[src/rtl/ansi_csi_decoder.sv]
// ANSI/VT100 CSI filter between the UART RX stream and the terminal controller.
// Optional lone-ESC timeout: define ANSI_CSI_ESC_TIMEOUT_EN.
module ansi_csi_decoder #(
  parameter int ARG_MAX        = 99,
  parameter int TIMEOUT_CYCLES = 12000
) (
  input  logic       i_clk,
  input  logic       i_rst_n,
  input  logic       i_valid,
  input  logic [7:0] i_char,
  output logic       o_ready,
  output logic       o_valid,
  output logic [7:0] o_char,
  input  logic       i_ready,
  output logic       o_seq_err
);

  localparam int AW = $clog2(ARG_MAX + 1);
  localparam int XW = AW + 5;

  typedef enum logic [1:0] {
    IDLE,
    ESC,
    CSI,
    EMIT
  } state_t;

  state_t        state_q, state_d;
  logic [AW-1:0] arg0_q, arg0_d;
  logic [AW-1:0] arg1_q, arg1_d;
  logic [AW-1:0] rep_q, rep_d;
  logic          idx_q, idx_d;
  logic [7:0]    code_q, code_d;
  logic [7:0]    char_q, char_d;
  logic          valid_q, valid_d;
  logic          err_q, err_d;
  logic          load_ok, accept;
  logic          is_dig, is_semi, is_esc, is_can, is_fin;
  logic [AW-1:0] n_rep;
  logic          to_hit;

  // Widened so a saturated argument times ten can never wrap.
  function automatic logic [AW-1:0] acc_digit(
    input logic [AW-1:0] a,
    input logic [3:0]    d
  );
    logic [XW-1:0] t;
    t = XW'(a) * XW'(10) + XW'(d);
    if (t > XW'(ARG_MAX)) return AW'(ARG_MAX);
    return t[AW-1:0];
  endfunction

  assign load_ok   = !valid_q || i_ready;
  assign o_ready   = (state_q != EMIT) && load_ok;
  assign accept    = i_valid && o_ready;
  assign o_valid   = valid_q;
  assign o_char    = char_q;
  assign o_seq_err = err_q;

  assign is_dig  = (i_char >= 8'h30) && (i_char <= 8'h39);
  assign is_semi = (i_char == 8'h3B);
  assign is_esc  = (i_char == 8'h1B);
  assign is_can  = (i_char == 8'h18) || (i_char == 8'h1A);
  assign is_fin  = (i_char >= 8'h40) && (i_char <= 8'h7E);
  assign n_rep   = (arg0_q == '0) ? AW'(1) : arg0_q;

`ifdef ANSI_CSI_ESC_TIMEOUT_EN
  localparam int TW = $clog2(TIMEOUT_CYCLES + 1);
  logic [TW-1:0] tcnt_q;

  assign to_hit = (tcnt_q == TW'(TIMEOUT_CYCLES));

  always_ff @(posedge i_clk or negedge i_rst_n) begin
    if (!i_rst_n) begin
      tcnt_q <= '0;
    end else if (state_q != ESC || accept) begin
      tcnt_q <= '0;
    end else if (!to_hit) begin
      tcnt_q <= tcnt_q + TW'(1);
    end
  end
`else
  assign to_hit = 1'b0;
`endif

  always_comb begin
    state_d = state_q;
    arg0_d  = arg0_q;
    arg1_d  = arg1_q;
    rep_d   = rep_q;
    idx_d   = idx_q;
    code_d  = code_q;
    char_d  = char_q;
    valid_d = valid_q && !i_ready;
    err_d   = 1'b0;
    unique case (state_q)
      IDLE: begin
        if (accept) begin
          if (is_esc) begin
            state_d = ESC;
          end else begin
            valid_d = 1'b1;
            char_d  = i_char;
          end
        end
      end
      ESC: begin
        if (accept) begin
          if (i_char == 8'h5B) begin
            arg0_d  = '0;
            arg1_d  = '0;
            idx_d   = 1'b0;
            state_d = CSI;
          end else if (!is_esc) begin
            err_d   = 1'b1;
            state_d = IDLE;
          end
        end else if (to_hit && load_ok) begin
          valid_d = 1'b1;
          char_d  = 8'h1B;
          state_d = IDLE;
        end
      end
      CSI: begin
        if (accept) begin
          unique case (1'b1)
            is_dig: begin
              if (!idx_q) arg0_d = acc_digit(arg0_q, i_char[3:0]);
              else        arg1_d = acc_digit(arg1_q, i_char[3:0]);
            end
            is_semi: idx_d = 1'b1;
            is_esc:  state_d = ESC;
            is_can:  state_d = IDLE;
            is_fin: begin
              state_d = IDLE;
              unique case (i_char)
                8'h41, 8'h42, 8'h43, 8'h44: begin
                  rep_d   = n_rep;
                  code_d  = i_char - 8'h30;
                  state_d = EMIT;
                end
                8'h48, 8'h66: begin
                  rep_d   = AW'(1);
                  code_d  = 8'h1E;
                  state_d = EMIT;
                end
                8'h4A: begin
                  if (arg0_q == AW'(2)) begin
                    rep_d   = AW'(1);
                    code_d  = 8'h0C;
                    state_d = EMIT;
                  end
                end
                default: err_d = 1'b1;
              endcase
            end
            default: begin
              err_d   = 1'b1;
              state_d = IDLE;
            end
          endcase
        end
      end
      EMIT: begin
        if (load_ok) begin
          valid_d = 1'b1;
          char_d  = code_q;
          rep_d   = rep_q - AW'(1);
          if (rep_q <= AW'(1)) state_d = IDLE;
        end
      end
      default: state_d = IDLE;
    endcase
  end

  always_ff @(posedge i_clk or negedge i_rst_n) begin
    if (!i_rst_n) begin
      state_q <= IDLE;
      arg0_q  <= '0;
      arg1_q  <= '0;
      rep_q   <= '0;
      idx_q   <= 1'b0;
      code_q  <= 8'h00;
      char_q  <= 8'h00;
      valid_q <= 1'b0;
      err_q   <= 1'b0;
    end else begin
      state_q <= state_d;
      arg0_q  <= arg0_d;
      arg1_q  <= arg1_d;
      rep_q   <= rep_d;
      idx_q   <= idx_d;
      code_q  <= code_d;
      char_q  <= char_d;
      valid_q <= valid_d;
      err_q   <= err_d;
    end
  end

endmodule

[config.mk]
export PLATFORM = sky130hd
export DESIGN_NAME = ansi_csi_decoder
export DESIGN_NICKNAME = d
export VERILOG_FILES = /design/src/rtl/ansi_csi_decoder.sv
export SDC_FILE = /design/constraint.sdc
export NUM_CORES = 1
export LEC_CHECK = 0
export CAP_MARGIN = 20
export CORE_UTILIZATION = 40
export CTS_CLUSTER_DIAMETER = 50
export DETAILED_ROUTE_END_ITERATION = 10
export PLACE_DENSITY = 0.62
export SYNTH_ARGS = -nofsm -noshare
export SYNTH_HDL_FRONTEND = slang
export SYNTH_SLANG_ARGS = --single-unit
[constraint.sdc]
create_clock -name i_clk -period 4.9 [get_ports i_clk]
set_input_delay 0.49 -clock i_clk [delete_from_list [all_inputs] [get_ports i_clk]]
set_output_delay 0.49 -clock i_clk [all_outputs]
set_load 0.005 [all_outputs]
==> summary.md <==
| Metric | Value |
|---|---|
| Worst Setup Slack, final | `1.45 ns` |
| Fin. Hold Viols | `0` |
| Vias | `2250` |
| Hold bufs inserted after CTS | `0` |
| Commonest non-fill, non-tap cell in the layout | `nand2_1` |
| Initial antenna violation count | `0` |
| Num ports | `23` |
| Hold Crit Depth | `2` |
| Syn Nets | `336` |
| Grt total ovfl | `0` |
| H-Tree Depth | `2` |
| Crit-path max FO | `11` |
| Routed wl met3 | `234 µm` |
| CTS tree | `yes` |
| GPL Wtd Cong | `0.894` |
| DP HPWL | `4670 µm` |
| Met1 Routed Length | `3110 µm` |
| RR Endpoint | `arg0_q[4]` |
| WHS Endpoint | `o_char[4]` |
| CP startpoint kind | `input pin` |
| Worst Tran Pin Value | `0.899 ns` |
| Final critical-path required period | `3.45 ns` |
| Max layer used | `met4` |
| Sum of negative setup slack | `0 ns` |
| Multi-input logic area | `1660 µm²` |
| Skew final | `0.00696 ns` |
| Initial core utilization | `0.418` |
| Drt initial violations | `186` |
| Layout cells sized above 1 | `0.0563` |
| First-pass GRT wire length | `10600 µm` |
| Metal2 WL | `2710 µm` |
| Num CTS Buffers | `5` |
| Post-synth ARST share | `1.00` |
| Clock slew at reported path FFs | `0.08 ns` |
| Final WL | `6110 µm` |
| Die height | `83.7 µm` |
| Sequential cell area | `876 µm²` |
| Period utilization | `0.705` |
| Worst hold margin | `0.481 ns` |
| Setup Fix Bufs, Post-CTS | `0` |
| Initial DRT Pass Iterations | `4` |
| RSZ-0062 raised after global routing | `no` |
| Post-cts sizing count | `0` |
| Gate Count Post-Synth | `299` |
| Yosys cell types | `59` |
| NumNets Final | `356` |
| CTS Sinks | `35` |
| Largest net degree at the start of global routing | `36` |
| VDD IR-drop max | `0.179 mV` |
| PwrDens | `287 nW/µm²` |
| Die X | `83.7 µm` |
| Critical Path Sink Type | `flop` |
| Arr. time, crit path | `3.63 ns` |
| Avg WL per Cell | `15.4 µm` |
| Clock tree root driver cell | `clkbuf_8` |
| Vias in the first global route | `2154` |
| Status | `complete, no violations` |
| Top_reg_cell synth | `dfrtp_1` |
| Max Clk Rate | `290 MHz` |
| Yosys Warn Count | `0` |
| Leak pwr | `1.35 nW` |
| Via-to-Cell Ratio | `5.67` |
| Overall power | `0.000872 W` |
| Mapped Avg Cell Area | `8.93 µm²` |
| Max-Cap Viols | `0` |
| Post-DRT Antenna Nets | `0` |
| Clk_lat worst skew | `0.29 ns` |
| Mapped Area | `2670 µm²` |
| Global Route Usage Sum | `0.189` |
| Reg2reg path depth | `8` |
| Most frequent cells in the layout | `37 x nand2_1, 35 x dfrtp_1, 27 x o21ai_0, 23 x ha_1, 22 x clkdlybuf4s50_1` |
| Layout area overhead | `13.7%` |
| Max Transition Viols Final | `0` |
| Max_slew headroom | `0.397` |
| PortBufs | `22` |
| Min-Delay Startpoint | `o_char[4]` |
| R2R Setup Slk | `1.68 ns` |
| Antenna cell count | `0` |
| Reg-to-reg startpoint | `arg0_q[1]` |
| Finished Layout Cells | `397` |
| Post-synthesis register bit count | `35` |
| Dpl cells | `389` |
| Die ar. | `7010 µm²` |
| Finish-stage setup viols | `0` |
| Class of the worst hold path | `reg -> reg` |
| Post-synth EDFFs | `0` |
| Clock Path Buffers | `2` |
| DP Worst Slack | `1.19 ns` |
| DRC viols | `0` |
| CP Data Required Time | `5.08 ns` |
| # rows | `29` |
| Sequential area share after synthesis | `0.328` |
| Filler cells | `632` |
| Crit Path Class | `in -> reg` |
| Core box area | `6390 µm²` |
critical path, stage by stage:
cell             delay, ns
clkdlybuf4s50_1       0.73
ha_1                  0.24
inv_1                 0.06
fa_1                  0.42
and2b_1               0.28
nor2_1                0.09
nor4b_1               0.31
mux2i_1               0.15
or4_4                 0.51
o41ai_1               0.36
flip-flops by register name, indices dropped and copies added (netlist names):
register   count
o_char         8
idx_q          1
code_q         8
state_q        2
arg0_q         7
o_seq_err      1
o_valid        1
rep_q          7
metal layers:
layer / global-route usage / vias to the layer above
li1: - / 1131
met1: 0.271 / 1060
met2: 0.288 / 53
met3: 0.0396 / 6
met4: 0.0493 / 0
met5: 0 / -
Yosys cell counts (all sizes together), types with 2 or more instances:
| library cell | instances | area, µm² |
|---|---|---|
| a211o | 2 | 17.5 |
| o21ai | 33 | 169 |
| o21bai | 2 | 15.0 |
| nor2b | 6 | 37.5 |
| o41a | 2 | 22.5 |
| a31oi | 8 | 50.1 |
| and2b | 2 | 15.0 |
| nand3 | 11 | 67.6 |
| nor3 | 7 | 35.0 |
| dfrtp | 35 | 876 |
| o31ai | 3 | 22.5 |
| nand2 | 38 | 145 |
| mux2i | 14 | 140 |
| and3 | 4 | 25.0 |
| o41ai | 3 | 26.3 |
| a211oi | 3 | 22.5 |
| o211ai | 3 | 36.3 |
| and2 | 2 | 12.5 |
| nor2 | 10 | 37.5 |
| xnor2 | 3 | 26.3 |
| a21o | 4 | 30.0 |
| a221oi | 2 | 17.5 |
| clkbuf | 6 | 22.5 |
| nor3b | 3 | 22.5 |
| nor4 | 2 | 12.5 |
| o31a | 2 | 17.5 |
| inv | 18 | 67.6 |
| ha | 23 | 288 |
| nand2b | 2 | 12.5 |
| a21oi | 11 | 66.3 |
| fa | 2 | 40.0 |
| or3 | 3 | 18.8 |
| mux2 | 2 | 22.5 |
| buf | 5 | 36.3 |
| xor2 | 6 | 52.6 |
| a22oi | 3 | 22.5 |
worst max-delay path by stage:
stage / start / endpoint / cells after the start
2_1_floorplan: arg0_q[1] / arg0_q[3] / 8
3_3_place_gp: i_char[1] / arg0_q[4] / 10
3_5_place_dp: i_char[1] / arg0_q[4] / 10
4_1_cts: i_char[1] / arg0_q[4] / 10
5_1_grt: i_char[1] / arg0_q[2] / 10
6_report: i_char[1] / arg0_q[4] / 10
through the flow:
step | cell area [µm²] | util
6_report | 3040 | 0.475
5_1_grt | 3040 | 0.475
4_1_cts | 3040 | 0.475
3_5_place_dp | 2940 | 0.461
3_3_place_gp | 2940 | 0.461
2_1_floorplan | 2670 | -
layout make-up:
| class | instances | area share |
|---|---|---|
| Tap cell | 77 | 0.0317 |
| Inverter | 19 | 0.0235 |
| Clock buffer | 5 | 0.0227 |
| Timing Repair Buffer | 24 | 0.0775 |
| Multi-Input combinational cell | 234 | 0.548 |
| Clock inverter | 3 | 0.00783 |
| Sequential cell | 35 | 0.289 |
kinds of logic after synthesis:
kind of cell | share of synthesized area
adders and majority gates | 0.123
DFF | 0.328
xor gates and xnor gates | 0.0295
muxes | 0.0609
and+or+nand+nor | 0.186
AOI/OAI and AO/OA | 0.224
buffers and inverters | 0.0487
where the power goes:
part	leakage [nW]	switching [W]	internal, W
combinational	0.856	0.000143	0.000147
clock	0.0408	0.000116	0.000102
sequential	0.457	0.0000282	0.000337
total	1.35	0.000287	0.000585
Power figures use the tool's default switching activity.
